### config.mk
export PLATFORM = sky130hd
export DESIGN_NAME = code_decoder
export DESIGN_NICKNAME = d
export VERILOG_FILES = /design/src/rtl/code_decoder.sv
export SDC_FILE = /design/constraint.sdc
export NUM_CORES = 1
export LEC_CHECK = 0
export BUFFER_PORTS_ARGS = -buffer_cell sky130_fd_sc_hd__buf_2
export CORE_ASPECT_RATIO = 1.75
export CORE_MARGIN = 2
export CORE_UTILIZATION = 35
export CTS_BUF_LIST = sky130_fd_sc_hd__clkbuf_4 sky130_fd_sc_hd__clkbuf_8
export DETAILED_ROUTE_END_ITERATION = 6
export GPL_TIMING_DRIVEN = 0
export HOLD_SLACK_MARGIN = 0.1
export PLACE_DENSITY_LB_ADDON = 0.2
export SLEW_MARGIN = 20
export SYNTH_ARGS = -nofsm -noshare
export SYNTH_HDL_FRONTEND = slang
export SYNTH_SLANG_ARGS = --single-unit
### constraint.sdc
create_clock -name clk -period 2.9 [get_ports clk]
set_input_delay 0.29 -clock clk [delete_from_list [all_inputs] [get_ports clk]]
set_output_delay 0.29 -clock clk [all_outputs]
set_load 0.03 [all_outputs]
### src/rtl/code_decoder.sv
// Two-bit code to one-hot display decoder.
// Codes are queued in a small FIFO. Each one is shown on out0..out3 for HOLD
// cycles, followed by one blank GAP cycle and one IDLE cycle, so identical
// codes in a row stay visibly separate.
module code_decoder #(
  parameter int HOLD  = 4,
  parameter int DEPTH = 4
) (
  input  logic clk,
  input  logic rst,
  input  logic in0,
  input  logic in1,
  input  logic in_valid,
  output logic in_ready,
  output logic out0,
  output logic out1,
  output logic out2,
  output logic out3,
  output logic out_valid,
  output logic busy
);

  localparam int AW = $clog2(DEPTH);
  localparam int CW = AW + 1;
  localparam logic [CW-1:0] FULL      = CW'(DEPTH);
  localparam logic [7:0]    HOLD_LOAD = 8'(HOLD - 1);

  typedef enum logic [1:0] {
    IDLE,
    SHOW,
    GAP
  } state_t;

  state_t        state;
  logic [1:0]    mem [DEPTH];
  logic [AW-1:0] wr_ptr;
  logic [AW-1:0] rd_ptr;
  logic [CW-1:0] count;
  logic [7:0]    hold;
  logic [1:0]    code;
  logic [3:0]    lines;
  logic          push;
  logic          pop;
  logic [1:0]    head;

  // in_ready looks only at the registered count. A code offered while the
  // FIFO is full is therefore dropped, even on an edge where IDLE pops.
  assign in_ready = (count != FULL);
  assign push     = in_valid && in_ready;
  assign pop      = (state == IDLE) && (count != '0);
  assign head     = mem[rd_ptr];
  assign busy     = (count != '0) || (state != IDLE);

  assign {out3, out2, out1, out0} = lines;

  // FIFO storage. The storage array needs no reset because the pointers define validity.
  always_ff @(posedge clk) begin
    if (push) begin
      mem[wr_ptr] <= {in1, in0};
    end
  end

  // FIFO pointers and occupancy. The power-of-two depth lets the pointers wrap naturally.
  always_ff @(posedge clk) begin
    if (rst) begin
      wr_ptr <= '0;
      rd_ptr <= '0;
      count  <= '0;
    end else begin
      if (push) begin
        wr_ptr <= wr_ptr + AW'(1);
      end
      if (pop) begin
        rd_ptr <= rd_ptr + AW'(1);
      end
      case ({push, pop})
        2'b10:   count <= count + CW'(1);
        2'b01:   count <= count - CW'(1);
        default: count <= count;
      endcase
    end
  end

  // Display FSM. It drives the registered one-hot lines for HOLD cycles per code.
  always_ff @(posedge clk) begin
    if (rst) begin
      state     <= IDLE;
      hold      <= '0;
      code      <= '0;
      lines     <= '0;
      out_valid <= 1'b0;
    end else begin
      case (state)
        IDLE: begin
          if (pop) begin
            code      <= head;
            hold      <= HOLD_LOAD;
            lines     <= 4'b0001 << head;
            out_valid <= 1'b1;
            state     <= SHOW;
          end
        end
        SHOW: begin
          if (hold == 8'd0) begin
            lines     <= '0;
            out_valid <= 1'b0;
            state     <= GAP;
          end else begin
            hold      <= hold - 8'd1;
            lines     <= 4'b0001 << code;
            out_valid <= 1'b1;
          end
        end
        GAP: begin
          lines     <= '0;
          out_valid <= 1'b0;
          state     <= IDLE;
        end
        default: begin
          lines     <= '0;
          out_valid <= 1'b0;
          state     <= IDLE;
        end
      endcase
    end
  end

endmodule

==> qor.tcl, run 1 <==
set qor(run_status) {complete, no violations}
set qor(postSynthAreaPerCell_sq_um) 10.3
set qor(combinationalPowerShare_pct) 44.8
set qor(ctsLongestPathBuffers) 2
set qor(detailedRoute.firstPassIterationCount) 4
set qor(via_count) 1125
set qor(io_pins) 12
set qor(num-nets-final) 181
set qor(die_w_um) 54.3
set qor(via_count_of_the_first_global_routing_pass) 1104
set qor(ys_warn_count) 0
set qor(final.setup.tns_ps) 0
set qor(numCtsBuffers) 5
set qor(post_dp_cell_area_sq_mm) 0.00167
set qor(clock_tree.root_cell) {sky130_fd_sc_hd__clkbuf_8}
set qor(num_antenna_cells) 0
set qor(grt_antenna_before_repair) 0
set qor(postRouteAntennaNets) 0
set qor(die_y_um) 92.1
set qor(switching_power_total_mw) 0.824
set qor(cts-htree-levels) 2
set qor(design_internal_power_mw) 1.11
set qor(maxClockFrequency_mhz) 411
set qor(pwr_density_cell_mw_per_mm2) 1100
set qor(setup.worst_path.start) {count[0]}
set qor(p_seq_share_pct) 37.4
set qor(setup_repair_after_global_routing_missed_its_margin) {false}
set qor(postSynthCellCount) 150
set qor(mostFrequentLayoutCells) {sky130_fd_sc_hd__dfxtp_1 (26), sky130_fd_sc_hd__nor2_1 (17), sky130_fd_sc_hd__nand2_1 (13)}
set qor(max_cap_viol_count) 0
set qor(maxSlewHeadroom_pct) 67.9
set qor(skew_ps) 4.34
set qor(setup_ws_ps) 464
set qor(total_placed_cells_including_tap_cells) 212
set qor(hold_path.class) {in2reg}
set qor(post_layout_nonfiller_instances) 220
set qor(floorplan_core_area_sq_mm) 0.00432
set qor(postLayoutCellArea_sq_mm) 0.00176
set qor(grt_max_degree) 12
set qor(track_usage_pct) 14.2
set qor(detailedRoute.firstIterationViolations) 47
set qor(critical_path_arrival_ps) 2660
set qor(synthesized_area_sq_mm) 0.00155
set qor(cts_repair_resize_count) 0
set qor(synth_cell_type_count) 42
set qor(layout-drive-gt1-share_pct) 16.0
set qor(drc_errors) 0
set qor(via_per_inst) 5.11
set qor(share_clk_of_total_power_pct) 17.8
set qor(io_buffers) 11
set qor(worstPathMaxFanout) 6
set qor(numClockSinks) 34
set qor(worst_setup_end_kind) {flop}
set qor(tritoncts) {done}
set qor(vdd_ir_drop_max_mv) 0.684
set qor(cp-endpoint) {count[2]}
set qor(die-area_sq_mm) 0.00500
set qor(r2r.worst_path.cells) 9
set qor(cts.repair_timing.setup_buffer_count) 0
set qor(num_rows) 32
set qor(synth_largest_area_cell) {sky130_fd_sc_hd__dfxtp_1}
set qor(gp_routability_congestion) 0.816
set qor(setup_violations_final) 0
set qor(synthToLayoutAreaGrowth_pct) 13.1
set qor(timing_worst_slew_pin_value_ps) 481
set qor(critPathRequiredTime_ps) 3120
set qor(wl_um) 2980
set qor(global_route_wire_length_before_repair_um) 5060
set qor(wl_per_cell_um) 13.6
set qor(detailedPlace.worstSlack_ps) 493
set qor(worstReg2RegEnd) {count[2]}
set qor(synthDominantCellAreaShare_pct) 33.5
set qor(yosys-top-cells-area) {sky130_fd_sc_hd__dfxtp_1 (34%), sky130_fd_sc_hd__edfxtp_1 (15%), sky130_fd_sc_hd__ha_1 (5.6%)}
set qor(grt_overflow_total) 0
set qor(cts_hold_buffers) 0
set qor(finalWorstPathRequiredPeriod_ps) 2440
set qor(static-leakage-power_nw) 0.685
set qor(power_switching_share_pct) 42.6
set qor(ff2ff_setup_slack_ps) 460
set qor(num-fill-cells) 438
set qor(clock_transition_time_at_the_flip_flop_clock_pins_of_the_worst_setup_and_hold_paths_ps) 70
set qor(net_count_synth) 163
set qor(crit_path_start_kind) {flop}
set qor(min_period_over_period_pct) 84.0
set qor(slew_viol_final) 0
set qor(layout.cells.most_common) {sky130_fd_sc_hd__dfxtp_1}
set qor(synth.ff_latch_count) 34
set qor(post-dp-hpwl_um) 2290
set qor(start_util_pct) 35.9
set qor(timing.setup.critical_path_class) {reg2reg}
set qor(final_hold_viol_count) 0
set qor(insertion_delay_ps) 290
set qor(r2r_start) {count[0]}
set qor(seq_area_frac_synth_pct) 49.0
## area by class of cell
type / instances / area (sq um) / share of cell area (%)
Sequential cell: 34 / 761 / 43.3
Multi-Input combinational cell: 103 / 742 / 42.3
Clock buffer: 5 / 68.8 / 3.92
Tap cell: 51 / 63.8 / 3.64
Timing Repair Buffer: 11 / 55.1 / 3.14
Inverter: 11 / 41.3 / 2.35
Clock inverter: 3 / 16.3 / 0.927
Buffer: 2 / 7.51 / 0.428
## routing by layer
| metal | vias up | track usage, % | wire length [um] |
|---|---|---|---|
| li1 | 568 | - | - |
| met1 | 539 | 14.5 | 1170 |
| met2 | 13 | 25.3 | 1680 |
| met3 | 5 | 2.93 | 65 |
| met4 | 0 | 7.50 | 72 |
| met5 | - | 0 | 0 |
## worst min-delay path by stage
stage / startpoint / to / slack (ps) / depth (start not counted)
floorplan: in0 / mem[0][0] / 390 / 0
global placement: lines[0] / lines[0] / 450 / 2
detailed placement: lines[1] / lines[1] / 460 / 2
CTS: in1 / mem[1][1] / 220 / 1
global route: in0 / mem[3][0] / 220 / 1
finish: in1 / mem[2][1] / 220 / 1
## critical path: stages (launching register included)
cell,delay [ps]
sky130_fd_sc_hd__dfxtp_1,350
sky130_fd_sc_hd__or3b_1,490
sky130_fd_sc_hd__and2_1,240
sky130_fd_sc_hd__inv_1,80
sky130_fd_sc_hd__ha_1,180
sky130_fd_sc_hd__inv_1,60
sky130_fd_sc_hd__fa_1,380
sky130_fd_sc_hd__xor2_1,160
sky130_fd_sc_hd__or3_1,300
sky130_fd_sc_hd__a21oi_1,130
## power by group through the flow
stage	clock network [mW]	logic (mW)	registers (mW)
global route	0.371	0.973	0.750
finish	0.344	0.866	0.724
floorplan	0	0.633	0.759
CTS	0.352	0.877	0.727
global placement	0	0.847	0.731
detailed placement	0	0.866	0.737
## cells in the mapped netlist, drive strengths merged
| library cell | count |
|---|---|
| a211oi | 3 |
| a21bo | 1 |
| fa | 1 |
| a21oi | 10 |
| and4b | 1 |
| a221o | 1 |
| nor4 | 2 |
| and2 | 1 |
| nand4 | 1 |
| or3b | 1 |
| nor2 | 17 |
| nand2 | 13 |
| and4 | 1 |
| mux2i | 1 |
| nand4b | 1 |
| ha | 7 |
| o311ai | 1 |
| nand2b | 2 |
| o211ai | 1 |
| nand3 | 5 |
| xor2 | 3 |
| or4 | 2 |
| nand3b | 2 |
| mux4 | 2 |
| or3 | 2 |
| and3 | 4 |
| nor3 | 6 |
| xnor2 | 5 |
| inv | 11 |
| edfxtp | 8 |
| o21ai | 1 |
| nor3b | 1 |
| dfxtp | 26 |
| or4b | 2 |
| clkbuf | 2 |
| a21o | 2 |
## stage by stage
step | total power [mW] | hold slack, ps | utilization [%]
2_1_floorplan | 1.39 | 389 | -
3_3_place_gp | 1.58 | 452 | 38.6
3_5_place_dp | 1.60 | 462 | 38.6
4_1_cts | 1.96 | 219 | 40.6
5_1_grt | 2.09 | 215 | 40.6
6_report | 1.93 | 221 | 40.6
## flip-flops by register name, summed over array words and instances, names as in the netlist, named ones only
register,flops
hold,8
code,2
lines,4
out_valid,1
count,3
mem,8
state,2
wr_ptr,2
rd_ptr,2
## cell families after synthesis
logic type	count (synthesis)	share of synthesized area (%)
AOI/OAI and AO/OA	20	8.63
xor gates and xnor gates	8	4.52
adders and majority gates	8	6.94
buffers and inverters	13	3.15
DFF	34	49.0
muxes	3	3.79
and+or+nand+nor	64	24.0
Note: power is estimated with default switching activity, not from simulation.
==> run 2, diff against run 1 <==
==> constraint.sdc (replaced) <==
create_clock -name clk -period 2.3 [get_ports clk]
set_input_delay 0.23 -clock clk [delete_from_list [all_inputs] [get_ports clk]]
set_output_delay 0.23 -clock clk [all_outputs]
set_load 0.03 [all_outputs]
==> qor.tcl, run 2 (synthesized netlist as in run 1, its figures left out) <==
set qor(run_status) {complete, no violations}
set qor(die_y_um) 92.1 ;# unchanged
set qor(postRouteAntennaNets) 0 ;# unchanged
set qor(post_dp_cell_area_sq_mm) 0.00167 ;# +0.15%
set qor(maxSlewHeadroom_pct) 69.2 ;# +1.2 points
set qor(track_usage_pct) 13.2 ;# -0.99 points
set qor(r2r_start) {count[2]}
set qor(hold_path.class) {in2reg}
set qor(via_count_of_the_first_global_routing_pass) 1110 ;# +0.54%
set qor(detailedPlace.worstSlack_ps) -92.3 ;# -585 ps
set qor(wl_per_cell_um) 13.1 ;# -3.1%
set qor(critPathRequiredTime_ps) 2520 ;# -600 ps
set qor(setup_violations_final) 0 ;# unchanged
set qor(num_rows) 32 ;# unchanged
set qor(floorplan_core_area_sq_mm) 0.00432 ;# unchanged
set qor(post-dp-hpwl_um) 2240 ;# -2.0%
set qor(global_route_wire_length_before_repair_um) 4820 ;# -4.9%
set qor(cts-htree-levels) 2 ;# unchanged
set qor(layout.cells.most_common) {sky130_fd_sc_hd__dfxtp_1}
set qor(gp_routability_congestion) 0.750 ;# -8.1%
set qor(fin_total_pwr_mw) 2.51 ;# +30%
set qor(timing.critical_path.slowest_cell_delay_ps) 390 ;# -100 ps
set qor(detailedRoute.firstIterationViolations) 17 ;# -64%
set qor(grt_max_degree) 11 ;# -1
set qor(wl_um) 2900 ;# -2.7%
set qor(grt_antenna_before_repair) 0 ;# unchanged
set qor(num-fill-cells) 451 ;# +3.0%
set qor(ctsLongestPathBuffers) 2 ;# unchanged
set qor(tritoncts) {done}
set qor(num-nets-final) 182 ;# +0.55%
set qor(numClockSinks) 34 ;# unchanged
set qor(clock_tree.root_cell) {sky130_fd_sc_hd__clkbuf_8}
set qor(drc_errors) 0 ;# unchanged
set qor(setup.worst_path.start) {count[2]}
set qor(total_placed_cells_including_tap_cells) 212 ;# unchanged
set qor(worstReg2RegEnd) {count[2]}
set qor(ff2ff_setup_slack_ps) 90 ;# -380 ps
set qor(finalWorstPathRequiredPeriod_ps) 2210 ;# -221 ps
set qor(cp-endpoint) {count[2]}
set qor(finalCoreUtilization_pct) 41.7 ;# +1.1 points
set qor(start_util_pct) 35.9 ;# unchanged
set qor(share_clk_of_total_power_pct) 16.9 ;# -0.9 points
set qor(die_w_um) 54.3 ;# unchanged
set qor(holdPathStages) 1 ;# unchanged
set qor(via_per_inst) 5.04 ;# -1.5%
set qor(top_regs) {hold (8), mem (8), lines (4)}
set qor(static-leakage-power_nw) 0.701 ;# +2.3%
set qor(via_count) 1113 ;# -1.1%
set qor(clock_transition_time_at_the_flip_flop_clock_pins_of_the_worst_setup_and_hold_paths_ps) 70 ;# about the same
set qor(max_cap_viol_count) 0 ;# unchanged
set qor(crit_path_start_kind) {flop}
set qor(design_internal_power_mw) 1.47 ;# +33%
set qor(post_layout_nonfiller_instances) 221 ;# +0.45%
set qor(switching_power_total_mw) 1.04 ;# +26%
set qor(insertion_delay_ps) 290 ;# about the same
set qor(slew_viol_final) 0 ;# unchanged
set qor(setup_repair_after_global_routing_missed_its_margin) {false}
set qor(skew_ps) 8.32 ;# +3.98 ps
set qor(maxClockFrequency_mhz) 452 ;# +10%
set qor(final_hold_viol_count) 0 ;# unchanged
set qor(worst_hold_path_startpoint) {in0}
set qor(num_antenna_cells) 0 ;# unchanged
set qor(power_switching_share_pct) 41.4 ;# -1.2 points
set qor(timing.critical_path.max_delay_family) {simple AND/OR/NAND/NOR gates}
set qor(grt_overflow_total) 0 ;# unchanged
set qor(numCtsBuffers) 5 ;# unchanged
set qor(io_pins) 12 ;# unchanged
set qor(final.setup.tns_ps) 0 ;# unchanged
set qor(critical_path_arrival_ps) 2430 ;# -230 ps
set qor(hold_slack_ps) 167 ;# -54.0 ps
set qor(critical_path.n_buffers_inverters) 2 ;# unchanged
set qor(setup_ws_ps) 85.7 ;# -379 ps
set qor(pwr_density_cell_mw_per_mm2) 1390 ;# +27%
set qor(timing.setup.critical_path_class) {reg2reg}
set qor(combinationalPowerShare_pct) 46.3 ;# +1.5 points
set qor(io_buffers) 11 ;# unchanged
set qor(worst_setup_end_kind) {flop}
set qor(min_period_over_period_pct) 96.3 ;# +12 points
set qor(detailedRoute.firstPassIterationCount) 4 ;# unchanged
set qor(worstSetupPathDepth) 9 ;# unchanged
set qor(vdd_ir_drop_max_mv) 1.01 ;# +48%
set qor(r2r.worst_path.cells) 9 ;# unchanged
set qor(cp_slowest_cell) {sky130_fd_sc_hd__or3b_4}
set qor(layout-drive-gt1-share_pct) 23.5 ;# +7.6 points
set qor(synthToLayoutAreaGrowth_pct) 16.2
set qor(mostFrequentLayoutCells) {sky130_fd_sc_hd__dfxtp_1 (23), sky130_fd_sc_hd__nor2_1 (16), sky130_fd_sc_hd__nand2_1 (12)}
set qor(timing_worst_slew_pin_value_ps) 463 ;# -18.2 ps
set qor(p_seq_share_pct) 36.8 ;# -0.6 points
set qor(ordered_cell_list_for_the_critical_path) {or3b_4 > and2_4 > inv_4 > ha_4 > inv_1 > fa_2 > xor2_1 > or3_4 > a21oi_2}
set qor(postLayoutCellArea_sq_mm) 0.00180 ;# +2.7%
set qor(die-area_sq_mm) 0.00500 ;# unchanged
set qor(worstPathMaxFanout) 5 ;# -1
## run 2: cell count changes in the layout (fill, tap and decap cells not counted), sizes merged
cell	change
buf	+1
clkbuf	+1
clkinvlp	-1
## run 2: worst min-delay path by stage
stage	slack, ps	endpoint
after floorplan	330	mem[0][0]
after global placement	450	mem[0][0]
after detailed placement	460	lines[3]
after CTS	160	mem[1][0]
after global routing	170	mem[3][1]
final	170	mem[1][0]
## run 2: area by class of cell
class | instances | area (sq um) | share of cell area (%)
Tap cell | 51 | 63.8 | 3.54
Clock buffer | 6 | 76.3 | 4.23
Inverter | 11 | 43.8 | 2.43
Sequential cell | 34 | 764 | 42.4
Buffer | 2 | 7.51 | 0.416
Clock inverter | 2 | 8.76 | 0.486
Timing Repair Buffer | 12 | 62.6 | 3.47
Multi-Input combinational cell | 103 | 776 | 43.0
## run 2: routing by layer
layer / routed length (um) / GRT usage, % / vias up
met4: 67 / 6.25 / 0
li1: - / - / 566
met3: 85 / 3.58 / 6
met2: 1660 / 23.2 / 11
met5: 0 / 0 / -
met1: 1090 / 13.7 / 530
## run 2: power by group through the flow
stage	combinational [mW]	clock (mW)	sequential, mW
finish	1.16	0.424	0.925
global route	1.31	0.460	0.950
CTS	1.12	0.436	0.926
detailed placement	1.09	0	0.935
global placement	1.07	0	0.923
floorplan	0.802	0	0.958
## run 2: repair_timing
item | CTS | global route
resized for setup | 6 | 7
buffers inserted | 1 | 0
endpoints found under the setup margin | 1 | 1
hold buffers | 0 | 0
pin swaps | 2 | 3
